### src/rtl/fb_pkg.sv
// Shared types and constants for the framebuffer write path.
package fb_pkg;

    // Framebuffer geometry.
    localparam int unsigned FB_W     = 280;
    localparam int unsigned FB_H     = 192;
    localparam int unsigned FB_DEPTH = FB_W * FB_H;

    // One pixel, {R[7:0], G[7:0], B[7:0]}.
    typedef logic [23:0] pixel_t;

    // Framebuffer address.
    typedef logic [15:0] fb_addr_t;

    // Write-port owner: requesters (IDLE) or the fill engine (FILL).
    typedef enum logic {
        IDLE = 1'b0,
        FILL = 1'b1
    } fbw_state_t;

    // Identity of a pixel requester, as stored in the round-robin history.
    typedef enum logic {
        REQ_A = 1'b0,
        REQ_B = 1'b1
    } req_id_t;

    // True when a write address lands inside the visible framebuffer.
    function automatic logic adr_in_range(input logic [31:0] adr, input int unsigned depth);
        return adr < depth;
    endfunction

endpackage

### src/rtl/rr_arb2.sv
// Two-way round-robin arbiter. A lone requester always wins; on a tie the
// requester that did not win the last transfer is granted. The history only
// moves when the caller reports that the granted request was actually taken.
module rr_arb2
    import fb_pkg::*;
(
    input  logic       clk,
    input  logic       reset,
    input  logic [1:0] req,
    input  logic       advance,
    output logic [1:0] gnt
);

    req_id_t last_q, last_d;

    // Grant decode from the request pair and the last winner.
    always_comb begin
        gnt = 2'b00;
        unique case (req)
            2'b01:   gnt = 2'b01;
            2'b10:   gnt = 2'b10;
            2'b11:   gnt = (last_q == REQ_B) ? 2'b01 : 2'b10;
            default: gnt = 2'b00;
        endcase
    end

    // History follows the grant only when a transfer completes.
    always_comb begin
        last_d = last_q;
        if (advance && (gnt != 2'b00)) begin
            last_d = gnt[1] ? REQ_B : REQ_A;
        end
    end

    // Last-winner register; resets to B so A takes the first tie.
    always_ff @(posedge clk) begin
        if (reset) begin
            last_q <= REQ_B;
        end else begin
            last_q <= last_d;
        end
    end

endmodule

### src/rtl/fb_write_arbiter.sv
// Owner of the framebuffer RAM write port. Two pixel requesters share the
// port through a round-robin arbiter; a fill engine can take the port over to
// paint every pixel with one colour, one pixel per cycle. All RAM-facing
// outputs are registered, so a transfer in cycle N appears on the port in N+1.
module fb_write_arbiter #(
    parameter int unsigned DATA_W   = 24,
    parameter int unsigned ADDR_W   = 16,
    parameter int unsigned FB_DEPTH = fb_pkg::FB_W * fb_pkg::FB_H
) (
    input  logic              CLOCK_50,
    input  logic              reset,

    input  logic              a_valid,
    output logic              a_ready,
    input  logic [ADDR_W-1:0] a_adr,
    input  logic [DATA_W-1:0] a_d,

    input  logic              b_valid,
    output logic              b_ready,
    input  logic [ADDR_W-1:0] b_adr,
    input  logic [DATA_W-1:0] b_d,

    input  logic              fill_start,
    input  logic [DATA_W-1:0] fill_color,
    output logic              fill_busy,
    output logic              fill_done,

    output logic              bad_adr,

    output logic [ADDR_W-1:0] fb_adr_w,
    output logic [DATA_W-1:0] fb_d,
    output logic              fb_we
);

    import fb_pkg::*;

    // Address of the final pixel; the fill counter stops here rather than
    // wrapping, which matters when the framebuffer fills the address space.
    localparam logic [ADDR_W-1:0] LastAdr = ADDR_W'(FB_DEPTH - 1);

    fbw_state_t        state_q, state_d;
    logic [ADDR_W-1:0] cnt_q, cnt_d;     // address of the fill write now on the port
    logic [DATA_W-1:0] color_q, color_d;

    logic              we_q, we_d;
    logic [ADDR_W-1:0] adr_q, adr_d;
    logic [DATA_W-1:0] d_q, d_d;
    logic              bad_q, bad_d;

    logic [1:0]        gnt;
    logic              accept;
    logic              xfer;
    logic [ADDR_W-1:0] sel_adr;
    logic [DATA_W-1:0] sel_d;
    logic              sel_ok;

    rr_arb2 u_arb (
        .clk     (CLOCK_50),
        .reset   (reset),
        .req     ({b_valid, a_valid}),
        .advance (xfer),
        .gnt     (gnt)
    );

    // Requesters are only served while idle; a fill request in the same cycle
    // takes priority, leaving the pending requests for after the fill.
    always_comb begin
        accept  = (state_q == IDLE) && !fill_start;
        a_ready = accept && gnt[0];
        b_ready = accept && gnt[1];
        xfer    = a_ready || b_ready;
        sel_adr = gnt[1] ? b_adr : a_adr;
        sel_d   = gnt[1] ? b_d : a_d;
        sel_ok  = adr_in_range(32'(sel_adr), FB_DEPTH);
    end

    // Next-state for the owner FSM, fill counter and output register stage.
    always_comb begin
        state_d = state_q;
        cnt_d   = cnt_q;
        color_d = color_q;
        we_d    = 1'b0;
        adr_d   = adr_q;
        d_d     = d_q;
        bad_d   = 1'b0;
        unique case (state_q)
            IDLE: begin
                if (fill_start) begin
                    state_d = FILL;
                    color_d = fill_color;
                    cnt_d   = '0;
                    we_d    = 1'b1;
                    adr_d   = '0;
                    d_d     = fill_color;
                end else if (xfer) begin
                    // An out-of-range request is still consumed, but only flagged.
                    if (sel_ok) begin
                        we_d  = 1'b1;
                        adr_d = sel_adr;
                        d_d   = sel_d;
                    end else begin
                        bad_d = 1'b1;
                    end
                end
            end
            FILL: begin
                if (cnt_q == LastAdr) begin
                    state_d = IDLE;
                end else begin
                    cnt_d = cnt_q + ADDR_W'(1);
                    we_d  = 1'b1;
                    adr_d = cnt_q + ADDR_W'(1);
                    d_d   = color_q;
                end
            end
            default: state_d = IDLE;
        endcase
    end

    // State and output registers; reset also aborts any fill in progress.
    always_ff @(posedge CLOCK_50) begin
        if (reset) begin
            state_q <= IDLE;
            cnt_q   <= '0;
            color_q <= '0;
            we_q    <= 1'b0;
            adr_q   <= '0;
            d_q     <= '0;
            bad_q   <= 1'b0;
        end else begin
            state_q <= state_d;
            cnt_q   <= cnt_d;
            color_q <= color_d;
            we_q    <= we_d;
            adr_q   <= adr_d;
            d_q     <= d_d;
            bad_q   <= bad_d;
        end
    end

    // Status outputs are decoded from registered state only.
    always_comb begin
        fill_busy = (state_q == FILL);
        fill_done = (state_q == FILL) && (cnt_q == LastAdr);
        bad_adr   = bad_q;
        fb_we     = we_q;
        fb_adr_w  = adr_q;
        fb_d      = d_q;
    end

endmodule
### config.mk
export PLATFORM = sky130hd
export DESIGN_NAME = fb_write_arbiter
export DESIGN_NICKNAME = d
export VERILOG_FILES = /design/src/rtl/fb_pkg.sv /design/src/rtl/rr_arb2.sv /design/src/rtl/fb_write_arbiter.sv
export SDC_FILE = /design/constraint.sdc
export NUM_CORES = 1
export LEC_CHECK = 0
export CORE_MARGIN = 2
export CORE_UTILIZATION = 40
export DETAILED_ROUTE_END_ITERATION = 8
export PLACE_DENSITY_LB_ADDON = 0.15
export SYNTH_ARGS = -nofsm -noshare
export SYNTH_HDL_FRONTEND = slang
export SYNTH_SLANG_ARGS = --single-unit
### constraint.sdc
create_clock -name CLOCK_50 -period 5.8 [get_ports CLOCK_50]
set_input_delay 1.16 -clock CLOCK_50 [delete_from_list [all_inputs] [get_ports CLOCK_50]]
set_output_delay 1.16 -clock CLOCK_50 [all_outputs]
set_load 0.01 [all_outputs]
After elaboration in Yosys (flattened, before gate mapping)
Index checks and enable logic that the tools add are counted.
Widths: inputs -> output; s select.

storage, ports and cells
  bits in registers = 84
  bits of input ports = 109
  output and inout bits = 46
  logic and storage cells = 57

operators by class
  add/sub/neg operators = 1
  $lt $le $gt $ge = 1
  equal/unequal tests = 8
  muxes and demuxes = 25
  bitwise gates (word level) = 2
  reductions and logical operators = 12

operators with widths
  cell                   number
  $mux 24                5
  $mux 16                6
  $pmux 16 s2            2
  $pmux 24 s2            1
  $add 16x1->16 const B  1
  $eq 16x16->1 const B   1
  $lt 16x16->1 const B   1
  $mux 1                 7
  $pmux 2 s3             1
  $logic_and 1x1->1      5
  $eq 2x2->1 const B     2
  $ne 2x2->1 const B     2
  $pmux 1 s2             2
  $reduce_and 2->1       2
  $reduce_or 4->1        1
  $ne 3x2->1 const B     1
  $ne 3x3->1 const B     1
  $reduce_and 3->1       1
  $eq 2x1->1 const B     1
  $mux 2                 1
  $not 1->1              2
  $reduce_bool 2->1      1
  $logic_not 1->1        1
  $logic_or 1x1->1       1

Depth between registers and ports, before layout
  depth after elaboration = 8
  depth in mapped cells = 8
  gate-level depth less buffers = 6

Modules after synthesis
Synthesis repeated with hierarchy kept, for this count alone.

second synthesis, totals
  cell total of the unflattened synthesis = 550
  area total of the unflattened synthesis = 4742.0 um^2

modules (own cells, without submodules)
  module            times used  cells each  area an instance (um^2)  sequential area each (um^2)
  fb_write_arbiter  1           543         4680.7                   1661.6
  rr_arb2           1           7           61.3                     20.0

Least setup slack after synthesis
Ideal clock, no wire load.

  kind = input to output
  from = input fill_start
  to = output a_ready
  arrival = 2.181 ns
  required time = 4.640 ns
  setup slack = 2.459 ns
  stages on the path = 5
  buffers on the path = 2
  cell sequence = buf_2 > nor2_1 > clkbuf_1 > nand2_1 > a21oi_1

between the ends
  word-level cells in the longest chain between the ends = 3

ends and longest elaborated chain
  element            line                    RTL
  from (decl)        fb_write_arbiter.sv:23  input logic fill_start,
  $logic_not 1->1    fb_write_arbiter.sv:68  accept = (state_q == IDLE) && !fill_start;
  $logic_and 1x1->1  fb_write_arbiter.sv:68
  $logic_and 1x1->1  fb_write_arbiter.sv:69  a_ready = accept && gnt[0];
  to (decl)          fb_write_arbiter.sv:14  output logic a_ready,

No other way between the ends.

Worst setup path after layout
  from = input fill_start
  to = output b_ready

between the ends
  word-level cells in the longest chain between the ends = 3

ends and longest elaborated chain
  element            line                    RTL
  $logic_not 1->1    fb_write_arbiter.sv:68
  $logic_and 1x1->1  fb_write_arbiter.sv:68
  $logic_and 1x1->1  fb_write_arbiter.sv:70  b_ready = accept && gnt[1];
  to (decl)          fb_write_arbiter.sv:19  output logic b_ready,

No other way between the ends.

==> flow_summary.json <==
{
  "relSlewSlack_pct": 26.3,
  "syn-cell-area_sq_um": 4710,
  "yosysWarnings": 0,
  "start_util_pct": 41.1,
  "die_y_um": 113,
  "wl_um": 15000,
  "clk_latency_ns": 0.33,
  "ff2ff_setup_slack_ns": 2.63,
  "cts_buffers": 9,
  "crit_cells": 4,
  "path_class": "in -> out",
  "pin_count": 155,
  "hold_path_class": "reg -> reg",
  "finalSetupTns_ns": 0,
  "crit_path_frequent_cell": "clkdlybuf4s50_1",
  "worstReg2RegStart": "fill_busy$_SDFF_PP0_",
  "power_leakage_uw": 0.00240,
  "routedWlPerCell_um": 17.2,
  "clock_skew_ns": 0.00812,
  "gp_congestion": 0.869,
  "yosysMostFrequentCell": "nand2_1",
  "grt_use_total_pct": 23.6,
  "crit_path_top_delay_cell": "clkdlybuf4s50_1",
  "synth_edf_count": 0,
  "synth-seq-cells": 84,
  "antenna_found_initial": 0,
  "slew_viol_final": 0,
  "dp_hpwl_um": 10200,
  "core_area_sq_um": 11500,
  "seq_area_sq_um": 1680,
  "fin_crit_ns": 4.11,
  "grt_overflow": 0,
  "cts.reportedPaths.clkPinSlew_ns": 0.06,
  "drc": 0,
  "critPathMaxStageDelay_ns": 0.56,
  "seq_area_frac_synth_pct": 35.7,
  "postSynthCellCount": 613,
  "cts_resized": 0,
  "crit_path_max_fanout": 19,
  "synthFlopType": "dfxtp_1",
  "crit_end": "b_ready",
  "ant_nets": 0,
  "swShare_pct": 26.6,
  "io_buffers": 154,
  "critPathTopFamily": "buffers and inverters",
  "hold_buffers": 0,
  "final_area_sq_um": 6550,
  "rows": 39,
  "final_hold_viol_count": 0,
  "critPathLaunchType": "primary input",
  "diodes": 0,
  "pwr-share-clk_pct": 37.9,
  "synth_nets": 723,
  "power_frac_seq_pct": 40.5,
  "yosysTopAreaCellShare_pct": 35.7,
  "rsz0062_at_grt": "no",
  "post_cts_buffers": 0,
  "multiInputGateArea_sq_um": 2680,
  "nFillCells": 1073,
  "vias": 5000,
  "synth_common_cells": "93 x nand2_1, 88 x a21oi_1, 84 x dfxtp_1",
  "p_sw_uw": 416,
  "grt_first_pass_wirelength_um": 24500,
  "cts-htree-levels": 3,
  "yosys.area.top_type": "dfxtp_1",
  "drive_above_1_share_pct": 5.74,
  "path_cells": "clkdlybuf4s50_1, or2_2, nor2_1, clkdlybuf4s50_1",
  "endpoint_kind": "primary output",
  "r2r_cells": 7,
  "setup_violations": 0,
  "cts_num_sinks": 84,
  "hold_ws_ns": 0.454,
  "syn_avg_cell_area_sq_um": 7.69,
  "cts.path.max_buffers": 2,
  "grt_max_degree": 85,
  "maxCapViolations": 0,
  "ir_drop_v": 0.000129,
  "outcome": "finished clean",
  "p_int_uw": 1150,
  "root_buffer": "clkbuf_16",
  "fmax_mhz": 243,
  "cts_tree": "built",
  "finalCritPeriodShare_pct": 70.9,
  "synth.area.top_cells": "dfxtp_1 36%, a21oi_1 9.3%, nand2_1 7.4%",
  "max_slew.worst_pin.slew_ns": 1.10,
  "die_x_um": 113,
  "grt_pass1_vias": 4901,
  "drtIter0Drc": 326,
  "fin_nets": 837,
  "area_growth_pct": 39.0,
  "dieArea_sq_um": 12700,
  "final_core_util_pct": 57.2,
  "place_area_sq_um": 6240,
  "vias_per_cell": 5.71,
  "synth.distinct_cells": 55,
  "rr_endpoint": "fb_adr_w[6]$_SDFFE_PP0P_",
  "combinationalPowerShare_pct": 21.6,
  "arrival_ns": 2.95,
  "critPathRequiredTime_ns": 4.64,
  "drt-pass1-iter-count": 5,
  "timing.critical_path.from": "fill_start",
  "cp_num_buf_inv": 2,
  "p_per_area_nw_per_um2": 239,
  "synth-async-reset-ratio_pct": 0
}
cell type report:
class	count	share of cell area [%]
tap	143	2.73
inverter	28	1.60
clock buffer	11	3.86
clock inverter	5	0.897
sequential	84	25.7
timing repair buffer	162	24.4
multi-input combinational	442	40.9
cell usage in the layout, fill, tap and decap left out, drive strengths merged, types with 3 or more instances in the layout:
cell type and n:
nand3 34, clkdlybuf4s50 153, nor2 18, nor3 10, nand2 93, nor3b 25, nand4 4, clkbuf 11
xor2 4, a311oi 7, a221oi 25, a211oi 5, nor4 8, o21ai 38, inv 29, buf 9
or4 5, o31ai 4, o22ai 3, xnor2 5, dfxtp 84, o211ai 7, mux2i 31, a21oi 88
metrics by stage:
stage / instances / setup WS [ns] / power [uW]
floorplan: 613 / 2.46 / 813
global placement: 859 / 1.74 / 981
detailed placement: 859 / 1.70 / 985
CTS: 875 / 1.70 / 1580
global route: 875 / 1.61 / 1640
finish: 875 / 1.69 / 1570
routing by layer:
layer / global-route usage, % / wire length [um]
met4: 5.85 / 158
met3: 4.91 / 1140
met5: 0 / 0
met2: 41.1 / 7470
met1: 29.8 / 6240
power by group through the flow:
| stage | logic (uW) | registers [uW] | clock network [uW] |
|---|---|---|---|
| after floorplan | 159 | 655 | 0 |
| after global placement | 334 | 647 | 0 |
| after detailed placement | 338 | 647 | 0 |
| after CTS | 340 | 635 | 606 |
| after global routing | 368 | 639 | 629 |
| final | 338 | 635 | 594 |
registers in the layout (all words and copies together) (netlist names):
register,flops
cnt_q,16
fb_we,1
fb_adr_w,16
color_q,24
fill_busy,1
u_arb.last_q,1
bad_adr,1
fb_d,24
worst min-delay path, stage by stage, from the launching register on:
cell	delay (ns)
dfxtp_1	0.31
nand2_1	0.05
a21oi_1	0.05
logic make-up (layout without fill, tap and decap cells):
group | Yosys count | count (layout) | share of synthesized area [%]
AOI/OAI and AO/OA | 189 | 189 | 25.1
xor gates and xnor gates | 9 | 9 | 1.67
adders and majority gates | 1 | 1 | 0.265
buffers and inverters | 87 | 206 | 7.86
DFF | 84 | 84 | 35.7
muxes | 31 | 31 | 6.58
and+or+nand+nor | 212 | 212 | 22.9
worst min path at each step:
stage	start	end	cells after the start
floorplan	color_q[0]$_SDFFE_PP0P_	color_q[0]$_SDFFE_PP0P_	2
global placement	color_q[23]$_SDFFE_PP0P_	color_q[23]$_SDFFE_PP0P_	2
detailed placement	color_q[1]$_SDFFE_PP0P_	color_q[1]$_SDFFE_PP0P_	2
CTS	color_q[1]$_SDFFE_PP0P_	color_q[1]$_SDFFE_PP0P_	2
global route	color_q[3]$_SDFFE_PP0P_	color_q[3]$_SDFFE_PP0P_	2
finish	color_q[16]$_SDFFE_PP0P_	color_q[16]$_SDFFE_PP0P_	2
Note: power is estimated with default switching activity, not from simulation.
